`config.mk`:
```
export PLATFORM = sky130hd
export DESIGN_NAME = lap_timer_8_bit
export DESIGN_NICKNAME = d
export VERILOG_FILES = /design/src/rtl/lap_timer_8_bit.sv
export SDC_FILE = /design/constraint.sdc
export NUM_CORES = 1
export LEC_CHECK = 0
export BUFFER_PORTS_ARGS = -buffer_cell sky130_fd_sc_hd__clkbuf_2
export CAP_MARGIN = 15
export CORE_MARGIN = 4
export CORE_UTILIZATION = 53
export CTS_CLUSTER_SIZE = 16
export DETAILED_ROUTE_END_ITERATION = 16
export GPL_TIMING_DRIVEN = 0
export PLACE_DENSITY = 0.75
export SLEW_MARGIN = 5
export SYNTH_ARGS = -nofsm -noshare
export SYNTH_HDL_FRONTEND = slang
export SYNTH_SLANG_ARGS = --single-unit
```
`constraint.sdc`:
```
create_clock -name Clk_In -period 5 [get_ports Clk_In]
set_clock_uncertainty 0.2 [all_clocks]
set_input_delay 0.25 -clock Clk_In [delete_from_list [all_inputs] [get_ports Clk_In]]
set_output_delay 0.25 -clock Clk_In [all_outputs]
set_load 0.005 [all_outputs]
```
`src/rtl/lap_timer_8_bit.sv`:
```
// Lap timer: counts wraps of an upstream 4-bit MOD counter and raises an alarm at a latched target.
// Define LAP_TIMER_AUTO_RELOAD_EN for a one-cycle alarm pulse that restarts lap counting automatically.
module lap_timer_8_bit (
  input  logic       Clk_In,
  input  logic       Reset_In,
  input  logic [3:0] Count_In,
  input  logic [3:0] MOD_Value_In,
  input  logic       Arm_In,
  input  logic [7:0] Target_In,
  input  logic       Ack_In,
  output logic [7:0] Lap_Count_Out,
  output logic       Wrap_Pulse_Out,
  output logic       Alarm_Out,
  output logic       Busy_Out
);

  typedef enum logic [1:0] {IDLE, RUN, ALARM} state_t;

  state_t     state, state_next;
  logic [7:0] lap_count, lap_count_next;
  logic [7:0] target, target_next;
  logic [7:0] lap_inc;
  logic [3:0] prev_count;
  logic [3:0] wrap_from;
  logic       prev_valid, prev_valid_next;
  logic       wrap_pulse, wrap_pulse_next;
  logic       wrap_event;

  // A zero modulus value stands for 16, so the 4-bit subtract wrapping 0 -> 15 is intended.
  assign wrap_from  = MOD_Value_In - 4'd1;
  assign wrap_event = prev_valid && (prev_count == wrap_from) &&
                      (Count_In == 4'd0) && (MOD_Value_In != 4'd1);
  // Target 0 stands for 256: the 8-bit increment rolls 255 -> 0 and matches it.
  assign lap_inc    = lap_count + 8'd1;

  // NOTE: every signal written here gets a default first so no latch is inferred.
  always_comb begin
    state_next      = state;
    lap_count_next  = lap_count;
    target_next     = target;
    prev_valid_next = prev_valid;
    wrap_pulse_next = 1'b0;
    case (state)
      IDLE: begin
        if (Arm_In) begin
          state_next      = RUN;
          lap_count_next  = 8'd0;
          target_next     = Target_In;
          prev_valid_next = 1'b0;
        end
      end
      RUN: begin
        prev_valid_next = 1'b1;
        if (!Arm_In) begin
          state_next = IDLE;
        end else if (wrap_event) begin
          lap_count_next  = lap_inc;
          wrap_pulse_next = 1'b1;
          if (lap_inc == target) state_next = ALARM;
        end
      end
      ALARM: begin
`ifdef LAP_TIMER_AUTO_RELOAD_EN
        if (!Arm_In) begin
          state_next = IDLE;
        end else begin
          state_next     = RUN;
          lap_count_next = 8'd0;
        end
`else
        if (Ack_In) begin
          if (Arm_In) begin
            state_next      = RUN;
            lap_count_next  = 8'd0;
            target_next     = Target_In;
            prev_valid_next = 1'b0;
          end else begin
            state_next = IDLE;
          end
        end
`endif
      end
      default: state_next = IDLE;
    endcase
  end

  // NOTE: sequential state uses non-blocking assignments so all registers update together.
  always_ff @(posedge Clk_In or posedge Reset_In) begin
    if (Reset_In) begin
      state <= IDLE;
    end else begin
      state <= state_next;
    end
  end

  always_ff @(posedge Clk_In or posedge Reset_In) begin
    if (Reset_In) begin
      lap_count  <= 8'd0;
      target     <= 8'd0;
      prev_count <= 4'd0;
      prev_valid <= 1'b0;
      wrap_pulse <= 1'b0;
    end else begin
      lap_count  <= lap_count_next;
      target     <= target_next;
      prev_count <= Count_In;
      prev_valid <= prev_valid_next;
      wrap_pulse <= wrap_pulse_next;
    end
  end

  assign Lap_Count_Out  = lap_count;
  assign Wrap_Pulse_Out = wrap_pulse;
  assign Alarm_Out      = (state == ALARM);
  assign Busy_Out       = (state == RUN);

endmodule

```
==> impl_metrics.toml <==
[global_routing]
gr-usage-all-layers = 0.210
grt_pass1_wl_um = 5600
grt_max_degree = 25
grt_pass1_vias = 1234
antenna_found_initial = 0
grt_overflow_total = 0

[critical_path]
worst_r2r_path_depth = 6
path_class = "reg2reg"
crit_path_end_kind = "register"
crit_path_max_fanout = 6
critPathArrivalTime_ns = 2.27
start_kind = "register"
r2r_slack_ns = 2.75
critPathRequiredTime_ns = 5.02

[power_and_ir_drop]
p_leak_nw = 0.867
pwr-share-clk = 0.244
swShare = 0.287
power.density_nw_per_um2 = 237
peakVddDrop_mv = 0.214
switching_power_w = 0.000121
pwr-share-comb = 0.216
p_seq_frac = 0.540
p_int_w = 0.000301

[sta]
finalCritPeriodShare = 0.450
slew_headroom = 0.391
min_period_ns = 2.25
finalSetupTns_ns = 0
fmax_mhz = 445
slew_violations = 0
worst_slew_pin_slew_ns = 0.913
setup_viol_count_final = 0
rsz0062_at_grt = "false"
hold_viol = 0
hold_ws_ns = 0.0158

[place]
hpwl_um = 2310
gp_congestion = 0.775
io_buffers = 30

[cts]
numCtsBuffers = 3
htree_levels = 1
clockBufferDepth = 2
path_clk_slew_ns = 0.13
worstSkewPairLatency_ns = 0.31
cts_tree = "yes"
cts-root-buf = "clkbuf_4"
clock_sinks = 24

[drt]
drc = 0
drt_wl_total_um = 3220
vias = 1258
ant_nets = 0
wl_per_cell_um = 14.2
viasPerCell = 5.54
first_iter_violations = 27
dr.pass1.iters = 4

[logic_synthesis]
yosysTopAreaCell = "dfrtp_1"
syn_inst = 150
synth.ff_latch_count = 24
synthTopCellsByCount = "nand2_1 (30), dfrtp_1 (24), nand2b_1 (7), xnor2_1 (7), nor2_1 (6)"
ys_warn_count = 0
synth-edff-count = 0
ys.flop_type = "dfrtp_1"
async_flop_share = 1.00
syn-mean-instance-area_um2 = 9.50
synth_nets = 173
yosys.area.top_type_share = 0.421
synthTopCellsByArea = "dfrtp_1 (42%), nand2_1 (7.9%), xnor2_1 (4.3%)"
synth_cell_types = 44
ys_seq_area_frac = 0.421
synth.most_common_cell = "nand2_1"
syn-cell-area_um2 = 1430

[run]
maxCapViolCount = 0

[cells_and_area]
drive_gt1_frac = 0.254
nets = 221
nFillCells = 200
diodes = 0
syn_to_final_growth_pct = 24.8

[floorplanning]
die_area_um2 = 3580
die_w_um = 59.9
fp-row-count = 18
core_area_um2 = 2520
initial_core_util = 0.565
die_y_um = 59.9
pin_count = 31

[hold_path]
hp-class = "in2reg"
min_path_cells = 3

[status]
status = "finished clean"
power groups by stage:
stage / clock (W) / sequential (W) / combinational, W
2_1_floorplan: 0 / 0.000226 / 0.0000608
3_3_place_gp: 0 / 0.000230 / 0.0000784
3_5_place_dp: 0 / 0.000231 / 0.0000827
4_1_cts: 0.000107 / 0.000228 / 0.0000913
5_1_grt: 0.000120 / 0.000230 / 0.000103
6_report: 0.000103 / 0.000228 / 0.0000910
layout make-up:
cell class              instances  area (µm²)  area share
repair buffers                 43         280       0.158
flip-flops and latches         24         601       0.338
well taps                      30        37.5      0.0211
clock buffers                   4        36.3      0.0204
inverters                       4        15.0     0.00844
multi-input cells             116         779       0.438
plain buffers                   6        30.0      0.0169
final timing paths:
| path | start | end |
|---|---|---|
| setup / recovery | Lap_Count_Out[0] | state[1] |
| hold / removal | Arm_In | state[0] |
| setup reg to reg | Lap_Count_Out[0] | state[1] |
| hold reg to reg | target[3] | target[3] |
| max in group asynchronous | Reset_In | state[0] |
| min in group asynchronous | Reset_In | target[4] |
through the flow:
step	cell area, µm²	setup WS (ns)	std cells	total power (W)	utilization
after global routing	1780	2.66	227	0.000453	0.705
after floorplan	1430	3.01	150	0.000287	-
after global placement	1610	2.81	210	0.000309	0.639
after CTS	1780	2.77	227	0.000425	0.705
final	1780	2.75	227	0.000422	0.705
after detailed placement	1610	2.71	210	0.000314	0.639
kinds of logic (layout without fill, tap and decap cells):
kind of cell,after synthesis,in the layout,synth area share
XOR/XNOR,11,11,0.0676
flip-flops,24,24,0.421
AO/OA/AOI/OAI,30,30,0.176
AND/OR/NAND/NOR,68,68,0.244
adder cells (fa/ha/maj),3,3,0.0263
multiplexers,4,4,0.0325
buffers and inverters,10,57,0.0316
flip-flops by register name (all words and copies together) (netlist names):
signal,count
Lap_Count_Out,8
Wrap_Pulse_Out,1
prev_count,4
prev_valid,1
state,2
target,8
per-layer routing:
layer / share of wire / track usage / vias to the layer above
li1: - / - / 616
met1: 0.43 / 0.289 / 597
met2: 0.50 / 0.346 / 43
met3: 0.065 / 0.0346 / 2
met4: 0.0062 / 0.0475 / 0
met5: 0 / 0 / -
cell usage in the layout (no fill, tap or decap), types with 2 or more instances in the layout:
cell type / Yosys / routed
ha_1: 3 / 3
nor2b_1: 5 / 5
nand3b_1: 2 / 2
dfrtp_1: 24 / 24
xnor2_1: 7 / 7
and2_1: 2 / 2
nand4_1: 3 / 3
clkbuf_1: 4 / 4
nand3_1: 2 / 2
nand2_1: 30 / 30
clkbuf_2: 0 / 30
clkbuf_4: 0 / 3
buf_4: 2 / 2
inv_1: 4 / 4
or3_1: 3 / 3
a21oi_1: 5 / 5
xor2_1: 4 / 4
a21o_2: 5 / 5
nand2b_1: 7 / 7
o21ai_0: 5 / 5
and3_1: 2 / 2
mux2i_1: 2 / 2
nor2_1: 6 / 6
dlygate4sd3_1: 0 / 13
repair_timing:
item / 4_1_cts / 5_1_grt
gates resized for setup: 0 / 0
endpoints found under the setup margin: 0 / 0
hold buffers: 13 / 0
setup buffers: 0 / 0
hold endpoints to repair: 36 / 0
worst max-delay path, stage by stage (launching register included):
cell,delay [ns]
dfrtp_1,0.53
ha_1,0.31
nand3_1,0.19
or3_1,0.42
o221ai_1,0.22
nor4_2,0.10
a21o_1,0.19
Power figures use the tool's default switching activity.
